<file path="src/rtl/sbox_pass_sequencer.sv">
// Burst sequencer for the four-S-box power-analysis datapath: idle gap, LFSR advance, chained passes.
// Define SBOX_SEQ_FREERUN_EN for free-running re-arm; default is single-shot on start.
module sbox_pass_sequencer #(
    parameter int unsigned IDLE_CYCLES = 11,
    parameter int unsigned NUM_PASSES  = 4
) (
    input  logic       ICE_CLK,
    input  logic       resetn,
    input  logic       start,
    input  logic       abort,
    output logic       lfsr_shift_en,
    output logic       text_in_sel,
    output logic       text_reg_en,
    output logic       trigger,
    output logic       busy,
    output logic       done,
    output logic [3:0] pass_idx
);

    typedef enum logic [2:0] {
        ST_IDLE,
        ST_GAP,
        ST_ADVANCE,
        ST_PASS,
        ST_DONE
    } state_e;

    localparam logic [7:0] GapLoad  = (IDLE_CYCLES == 0) ? 8'd0 : 8'(IDLE_CYCLES - 1);
    localparam logic [3:0] LastPass = 4'(NUM_PASSES - 1);
    localparam state_e     ArmState = (IDLE_CYCLES == 0) ? ST_ADVANCE : ST_GAP;

    state_e     state_q, state_d;
    logic [7:0] gapCnt_q, gapCnt_d;
    logic [3:0] passIdx_q, passIdx_d;
    logic       launch;

`ifdef SBOX_SEQ_FREERUN_EN
    // Free-running: IDLE only lasts one cycle (after reset or abort) before re-arming.
    logic unusedStart;
    assign unusedStart = start;
    assign launch      = 1'b1;
`else
    assign launch      = start;
`endif

    always_ff @(posedge ICE_CLK or negedge resetn) begin
        if (!resetn) begin
            state_q   <= ST_IDLE;
            gapCnt_q  <= 8'd0;
            passIdx_q <= 4'd0;
        end else begin
            state_q   <= state_d;
            gapCnt_q  <= gapCnt_d;
            passIdx_q <= passIdx_d;
        end
    end

    always_comb begin
        state_d   = state_q;
        gapCnt_d  = gapCnt_q;
        passIdx_d = passIdx_q;
        unique case (state_q)
            ST_IDLE: begin
                if (launch) begin
                    state_d  = ArmState;
                    gapCnt_d = GapLoad;
                end
            end
            ST_GAP: begin
                if (gapCnt_q == 8'd0) begin
                    state_d = ST_ADVANCE;
                end else begin
                    gapCnt_d = gapCnt_q - 8'd1;
                end
            end
            ST_ADVANCE: begin
                state_d   = ST_PASS;
                passIdx_d = 4'd0;
            end
            ST_PASS: begin
                if (passIdx_q == LastPass) begin
                    state_d   = ST_DONE;
                    passIdx_d = 4'd0;
                end else begin
                    passIdx_d = passIdx_q + 4'd1;
                end
            end
            ST_DONE: begin
`ifdef SBOX_SEQ_FREERUN_EN
                state_d  = ArmState;
                gapCnt_d = GapLoad;
`else
                state_d  = ST_IDLE;
`endif
            end
            default: begin
                state_d = ST_IDLE;
            end
        endcase

        // Abort overrides every transition above but is meaningless while already idle.
        if (abort && (state_q != ST_IDLE)) begin
            state_d   = ST_IDLE;
            gapCnt_d  = 8'd0;
            passIdx_d = 4'd0;
        end
    end

    always_comb begin
        lfsr_shift_en = 1'b0;
        text_in_sel   = 1'b0;
        text_reg_en   = 1'b0;
        trigger       = 1'b0;
        busy          = 1'b0;
        done          = 1'b0;
        pass_idx      = 4'd0;
        unique case (state_q)
            ST_IDLE: begin
            end
            ST_GAP: begin
                busy = 1'b1;
            end
            ST_ADVANCE: begin
                busy          = 1'b1;
                lfsr_shift_en = 1'b1;
            end
            ST_PASS: begin
                // Pass 0 consumes fresh LFSR text; later passes chain the previous S-box result.
                busy        = 1'b1;
                text_reg_en = 1'b1;
                trigger     = 1'b1;
                text_in_sel = (passIdx_q != 4'd0);
                pass_idx    = passIdx_q;
            end
            ST_DONE: begin
                busy = 1'b1;
                done = 1'b1;
            end
            default: begin
            end
        endcase
    end

`ifndef SYNTHESIS
    assert property (@(posedge ICE_CLK) disable iff (!resetn) !(lfsr_shift_en && text_reg_en));
`endif

endmodule
</file>
<file path="config.mk">
export PLATFORM = sky130hd
export DESIGN_NAME = sbox_pass_sequencer
export DESIGN_NICKNAME = d
export VERILOG_FILES = /design/src/rtl/sbox_pass_sequencer.sv
export SDC_FILE = /design/constraint.sdc
export NUM_CORES = 1
export LEC_CHECK = 0
export ABC_AREA = 1
export BUFFER_PORTS_ARGS = -buffer_cell sky130_fd_sc_hd__buf_2
export CAP_MARGIN = 5
export CORE_MARGIN = 2
export CORE_UTILIZATION = 35
export CTS_CLUSTER_SIZE = 28
export DETAILED_ROUTE_END_ITERATION = 10
export GPL_ROUTABILITY_DRIVEN = 0
export HOLD_SLACK_MARGIN = 0.12
export PLACE_DENSITY_LB_ADDON = 0.08
export SLEW_MARGIN = 0
export SYNTH_ARGS = -nofsm -noshare
export SYNTH_HDL_FRONTEND = slang
export SYNTH_SLANG_ARGS = --single-unit
</file>
<file path="constraint.sdc">
create_clock -name ICE_CLK -period 1.8 [get_ports ICE_CLK]
set_input_delay 0.36 -clock ICE_CLK [delete_from_list [all_inputs] [get_ports ICE_CLK]]
set_output_delay 0.36 -clock ICE_CLK [all_outputs]
set_load 0.005 [all_outputs]
</file>
==> results of run 1 <==
==> repair_timing <==
| item | 4_1_cts | 5_1_grt |
|---|---|---|
| hold endpoints to repair | 15 | 0 |
| gates resized for setup | 1 | 1 |
| cloned | 0 | 0 |
| pin swaps | 0 | 1 |
| hold buffers | 1 | 0 |
| setup buffers | 0 | 4 |
| setup endpoints to repair | 4 | 4 |
==> power groups by stage <==
stage                     combinational [uW]  clock, uW  sequential, uW
after floorplan                          670          0             523
after global placement                   828          0             544
after detailed placement                 840          0             547
after CTS                                856        205             540
after global routing                    1040        216             555
final                                    884        194             539
==> layer usage <==
| metal | wire, microns | share of wire, % | vias up |
|---|---|---|---|
| met5 | 0 | 0 | - |
| met1 | 1053 | 49 | 425 |
| met2 | 1028 | 48 | 16 |
| li1 | - | - | 489 |
| met4 | 17 | 0.79 | 0 |
| met3 | 64 | 3.0 | 2 |
==> critical path, stage by stage (launching register included) <==
cell	delay [ns]
dfrtp_1	0.42
buf_4	0.15
nor2_2	0.14
nand2_1	0.11
nand3_1	0.10
buf_2	0.11
==> flip-flops by register name, indices dropped and copies added, names as in the netlist <==
name and cells:
gapCnt_q 8, passIdx_q 4, state_q 3
==> layout make-up <==
class	count	area [sq um]
flip-flops and latches	15	375.4
inverters	24	90.09
clock buffers	4	26.28
fillers	293	1562
repair buffers	19	112.6
well taps	31	38.79
multi-input cells	101	505.5
==> logic make-up (layout without fill, tap and decap cells) <==
logic type | count (synthesis) | after routing | synth area share [%]
compound gates | 15 | 15 | 8.536
xor+xnor | 3 | 3 | 2.676
simple gates | 79 | 79 | 34.39
fa+ha+maj | 4 | 4 | 5.096
buf+inv | 26 | 47 | 11.08
flops | 15 | 15 | 38.22
==> metrics by stage <==
stage,util [%],instances,area (sq um)
detailed placement,39.66,185,1075
floorplan,-,142,982.2
CTS,41.18,190,1116
finish,42.38,194,1149
global route,42.38,194,1149
global placement,39.66,185,1075
==> cell usage in the layout, fill, tap and decap left out, types with 2 or more instances in the layout <==
cell	count
buf_4	5
nand2_2	2
buf_2	13
o21ai_0	12
nand3_1	16
nor2_1	15
xor2_1	3
dfrtp_1	15
ha_1	4
nor2_2	2
inv_1	24
nand2_1	38
clkbuf_4	3
nand4_1	4
==> worst min-delay path by stage <==
stage / startpoint / to / slack, ns / depth (start not counted)
floorplan: resetn / gapCnt_q[0]$_DFFE_PN0P_ / 0.06 / 0
global placement: resetn / gapCnt_q[0]$_DFFE_PN0P_ / 0.29 / 1
detailed placement: resetn / gapCnt_q[1]$_DFFE_PN0P_ / 0.30 / 1
CTS: abort / state_q[2]$_DFFE_PN0P_ / 0.42 / 4
global route: abort / state_q[2]$_DFFE_PN0P_ / 0.45 / 4
finish: abort / state_q[2]$_DFFE_PN0P_ / 0.43 / 4
==> impl_metrics.env, run 1 <==
export IMPL_status="completed"
export IMPL_crit_start="state_q[1]$_DFFE_PN0P_"
export IMPL_synth_ff_type="dfrtp_1"
export IMPL_num_rows=19
export IMPL_io_buffer_count=13
export IMPL_p_per_area_mw_per_mm2=1408
export IMPL_internal_power_uw=852.3
export IMPL_first_pass_iters=4
export IMPL_synthArstFlopShare_pct=100.0
export IMPL_synth_top_cell_area_share_pct=38.22
export IMPL_p_comb_share_pct=54.7
export IMPL_synth_area_leaders="dfrtp_1 38%, nand2_1 15%, inv_1 9.2%"
export IMPL_first_iter_violations=16
export IMPL_synth_cell_types=17
export IMPL_yosysMostFrequentCell="nand2_1"
export IMPL_syn_nets=150
export IMPL_ios=14
export IMPL_syn_area_sq_um=982.2
export IMPL_rsz0062_at_grt="false"
export IMPL_ys_ff_latch=15
export IMPL_switching_share_pct=47.30
export IMPL_cp_max_fo=3
export IMPL_cp_required_ns=1.44
export IMPL_yosys_warnings=0
export IMPL_fin_nets=172
export IMPL_p_leak_uw=0.0006438
export IMPL_timing_final_setup_violations=0
export IMPL_relSlewSlack_pct=76.02
export IMPL_synth_enable_flop_cells=0
export IMPL_r2r_start="state_q[1]$_DFFE_PN0P_"
export IMPL_p_seq_share_pct=33.3
export IMPL_clk_pin_slew_ns=0.09
export IMPL_holdWs_ns=0.4282
export IMPL_antenna_found_initial=0
export IMPL_fin_ws_ns=0.1265
export IMPL_clock_path_buffers=2
export IMPL_ff2ff_setup_slack_ns=0.30
export IMPL_fin_worst_skew_ns=0.006921
export IMPL_rr_worst_depth=6
export IMPL_worst_pin_slew_ns=0.3597
export IMPL_slew_viol_final=0
export IMPL_netlist_top_cells_count="39 x nand2_1, 24 x inv_1, 16 x nand3_1, 15 x dfrtp_1, 15 x nor2_1"
export IMPL_ant_nets=0
export IMPL_drc=0
export IMPL_wl_mm=2.163
export IMPL_ys_seq_area_share_pct=38.22
export IMPL_yosys_area_top_type="dfrtp_1"
export IMPL_root_buffer="clkbuf_4"
export IMPL_fin_setup_tns_ns=0
export IMPL_grt_use_total_pct=14.83
export IMPL_synthCells=142
export IMPL_drv_cap=0
export IMPL_clock_sinks=15
export IMPL_core_area_sq_mm=0.002710
export IMPL_grt_pass1_vias=859
export IMPL_total_power_uw=1617
export IMPL_clk_latency_ns=0.28
export IMPL_use_met1_pct=17.82
export IMPL_period_share_pct=92.97
export IMPL_cts_tree="built"
export IMPL_crit_end="busy"
export IMPL_num_vias=932
export IMPL_avgSynthCellArea_sq_um=6.917
export IMPL_critical_path_class="reg2out"
export IMPL_met3_usage_pct=2.041
export IMPL_period_needed_ns=1.673
export IMPL_gr_usage_met2_pct=26.11
export IMPL_numCtsBuffers=3
export IMPL_finalHoldViolCount=0
export IMPL_grt_pass1_wl_mm=3.767
export IMPL_p_clk_share_pct=12.0
export IMPL_reg2reg_to="state_q[1]$_DFFE_PN0P_"
export IMPL_critPathArrivalTime_ns=1.31
export IMPL_dp_hpwl_mm=1.629
export IMPL_hold_path_class="in2reg"
export IMPL_area_delta_synth_final_pct=16.94
export IMPL_wire_per_inst_microns=11.15
export IMPL_diodes=0
export IMPL_drive_above_1_share_pct=16.56
export IMPL_dieArea_sq_mm=0.003246
export IMPL_grt_start_max_net_pins=16
export IMPL_globalRouteOverflowTotal=0
export IMPL_die_w_microns=56.98
export IMPL_start_kind="register"
export IMPL_max_freq_mhz=597.6
export IMPL_viasPerCell=4.804
export IMPL_worstSetupEndpointType="primary output"
export IMPL_switchingPower_uw=764.9
export IMPL_htree_levels=1
export IMPL_fp_dieH_microns=56.98
export IMPL_peakVddDrop_mv=0.7588
export IMPL_start_util_pct=36.24
export IMPL_dp_slack_ns=0.3189
export IMPL_grt_busiest_layer="met2"
(Power assumes the default switching activity.)
==> inputs of run 2 (changes only) <==
ABC_AREA = 0   (was 1)
==> run 2 against run 1 <==
  * Critical path depth unchanged
  * Area after synthesis up 1.4%
  * The run now ends with negative setup slack left
  * Synthesized cell count is 23% lower
==> impl_metrics.env, run 2 <==
export IMPL_p_leak_uw=0.0006481
export IMPL_p_per_area_mw_per_mm2=1426
export IMPL_period_needed_ns=1.886
export IMPL_synthCells=110
export IMPL_dr_wl_met2_mm=1.137
export IMPL_synth_adder_area_share_pct=5.025
export IMPL_clk_pin_slew_ns=0.09
export IMPL_worstSetupEndpointType="register"
export IMPL_yosys_warnings=0
export IMPL_synth_area_leaders="dfrtp_1 38%, ha_1 5.0%, o21ai_0 3.5%"
export IMPL_synth_xor_area_share_pct=1.759
export IMPL_root_buffer="clkbuf_4"
export IMPL_largest_register_ffs=8
export IMPL_cts_tree="built"
export IMPL_layout_commonest_cell="buf_4"
export IMPL_finalHoldViolCount=0
export IMPL_fin_ws_ns=-0.08556
export IMPL_critical_path_class="reg2reg"
export IMPL_status="finished, violations left"
export IMPL_yosysMostFrequentCell="dfrtp_1"
export IMPL_num_rows=19
export IMPL_htree_levels=1
export IMPL_ys_seq_area_share_pct=37.69
export IMPL_wl_met3_microns=92
export IMPL_clock_path_buffers=2
export IMPL_synth_compound_gate_area_share_pct=21.48
export IMPL_rsz0062_at_grt="true"
export IMPL_synthMuxAreaShare_pct=2.010
export IMPL_netlist_top_cells_count="15 x dfrtp_1, 9 x nor2_1, 7 x nand2_1, 7 x o21ai_0"
export IMPL_antenna_found_initial=0
export IMPL_core_area_sq_mm=0.002734
export IMPL_clk_latency_ns=0.29
export IMPL_synthArstFlopShare_pct=100.0
export IMPL_diodes=0
export IMPL_synth_enable_flop_cells=0
export IMPL_grt_use_total_pct=16.49
export IMPL_start_util_pct=36.43
export IMPL_drive_above_1_share_pct=40.14
export IMPL_die_w_microns=57.35
export IMPL_max_freq_mhz=530.3
export IMPL_start_kind="register"
export IMPL_drc=0
export IMPL_fp_dieH_microns=57.35
export IMPL_dp_hpwl_mm=1.774
export IMPL_hold_path_class="in2reg"
export IMPL_timing_final_setup_violations=6
export IMPL_fin_worst_skew_ns=0.001025
export IMPL_synthSimpleGateAreaFrac_pct=26.88
export IMPL_grt_pass1_wl_mm=4.174
export IMPL_cp_required_ns=1.99
export IMPL_reg_top3="gapCnt_q (8), passIdx_q (4), state_q (3)"
export IMPL_grt_pass1_vias=857
export IMPL_drv_cap=0
export IMPL_cp_max_fo=7
export IMPL_clock_sinks=15
export IMPL_total_power_uw=1959
export IMPL_wire_per_inst_microns=14.21
export IMPL_num_vias=954
export IMPL_fin_nets=156
export IMPL_wl_met1_mm=1.280
export IMPL_slew_viol_final=0
export IMPL_first_pass_iters=4
export IMPL_synth_top_family_by_area="simple AND/OR/NAND/NOR gates"
export IMPL_dieArea_sq_mm=0.003288
export IMPL_area_delta_synth_final_pct=37.94
export IMPL_ys_ff_latch=15
export IMPL_globalRouteOverflowTotal=0
export IMPL_final_cell_mix="23 x buf_4, 13 x dfrtp_1, 13 x buf_2"
export IMPL_yosys_area_top_type="dfrtp_1"
export IMPL_synth_cell_types=41
export IMPL_syn_nets=118
export IMPL_numCtsBuffers=3
export IMPL_highest_layer="met4"
export IMPL_regMostFlops="gapCnt_q"
export IMPL_first_iter_violations=37
export IMPL_ant_nets=0
export IMPL_peakVddDrop_mv=0.9552
export IMPL_io_buffer_count=13
export IMPL_worst_pin_slew_ns=0.5611
export IMPL_relSlewSlack_pct=62.20
export IMPL_syn_area_sq_um=996.0
export IMPL_avgSynthCellArea_sq_um=9.054
export IMPL_fin_setup_tns_ns=-0.2857
export IMPL_synth_top_cell_area_share_pct=37.69
export IMPL_synth_ff_type="dfrtp_1"
export IMPL_viasPerCell=5.360
export IMPL_period_share_pct=104.8
export IMPL_wl_mm=2.529
export IMPL_ios=14
export IMPL_grt_start_max_net_pins=18
export IMPL_violations="negative setup slack"
export IMPL_critPathArrivalTime_ns=2.08
export IMPL_holdWs_ns=0.4417
## run 2: cell count changes after synthesis, moves of 4 or more
cell     previous run  this run
nor3_1              1         5
a31oi_1             0         4
nand2_1            39         7
o21ai_0            12         7
nor2_1             15         9
inv_1              24         6
and3_1              0         4
nand3_1            16         1
a21oi_1             0         6
## run 2: cell families after synthesis
logic type                 count (synthesis)
buffers and inverters                     12
xor gates and xnor gates                   2
adders and majority gates                  4
DFF                                       15
AOI/OAI and AO/OA                         30
muxes                                      2
and+or+nand+nor                           45
## run 2: worst paths after layout
kind                                          start                       end  slack, ns  depth (start not counted)
setup reg to reg            gapCnt_q[0]$_DFFE_PN0P_    state_q[1]$_DFFE_PN0P_      -0.09                          5
max in group asynchronous                    resetn    state_q[2]$_DFFE_PN0P_       1.01                          2
hold reg to reg            passIdx_q[3]$_DFFE_PN0P_    state_q[2]$_DFFE_PN0P_       0.53                          1
hold / removal                                abort    state_q[1]$_DFFE_PN0P_       0.44                          2
setup / recovery            gapCnt_q[0]$_DFFE_PN0P_    state_q[1]$_DFFE_PN0P_      -0.09                          5
min in group asynchronous                    resetn  passIdx_q[1]$_DFFE_PN0P_       0.50                          2
## run 2: timing repair
action / in CTS / in global routing
pin swaps: 0 / 1
hold buffers: 1 / 0
hold endpoints to repair: 15 / 0
setup buffers: 2 / 8
resized for setup: 6 / 10
setup endpoints to repair: 10 / 14
## run 2: stage by stage
stage / area, sq um / cells / utilization [%] / setup WS [ns]
3_3_place_gp: 1184 / 163 / 43.30 / -0.003212
6_report: 1374 / 178 / 50.25 / -0.08556
5_1_grt: 1374 / 178 / 50.25 / -0.1653
2_1_floorplan: 996.0 / 110 / - / -0.01334
3_5_place_dp: 1184 / 163 / 43.30 / -0.06667
4_1_cts: 1245 / 170 / 45.54 / -0.08024
## run 2: critical path, cell delays in order (launching register included)
cell     delay (ns)
dfrtp_1        0.40
inv_2          0.08
ha_4           0.12
or4b_4         0.46
o41a_4         0.43
o41ai_4        0.29
## run 2: power by group
part           total, uW  switching [uW]  internal, uW  leakage, uW
logic               1200             566           639     0.000436
registers            556             120           436     0.000195
clock network        199             116          82.7    0.0000177
## run 2: layer usage
metal  vias up  GRT usage [%]
li1        477              -
met1       456          24.93
met2        19          23.54
met3         2          4.082
met4         0          3.987
met5         -              0
## run 2: area by class of cell
| class | instances | area (sq um) |
|---|---|---|
| Clock buffer | 3 | 22.52 |
| Clock inverter | 1 | 5.005 |
| Fill cell | 255 | 1360 |
| Inverter | 6 | 22.52 |
| Multi-Input combinational cell | 83 | 628.1 |
| Sequential cell | 15 | 377.9 |
| Tap cell | 31 | 38.79 |
| Timing Repair Buffer | 39 | 279.0 |
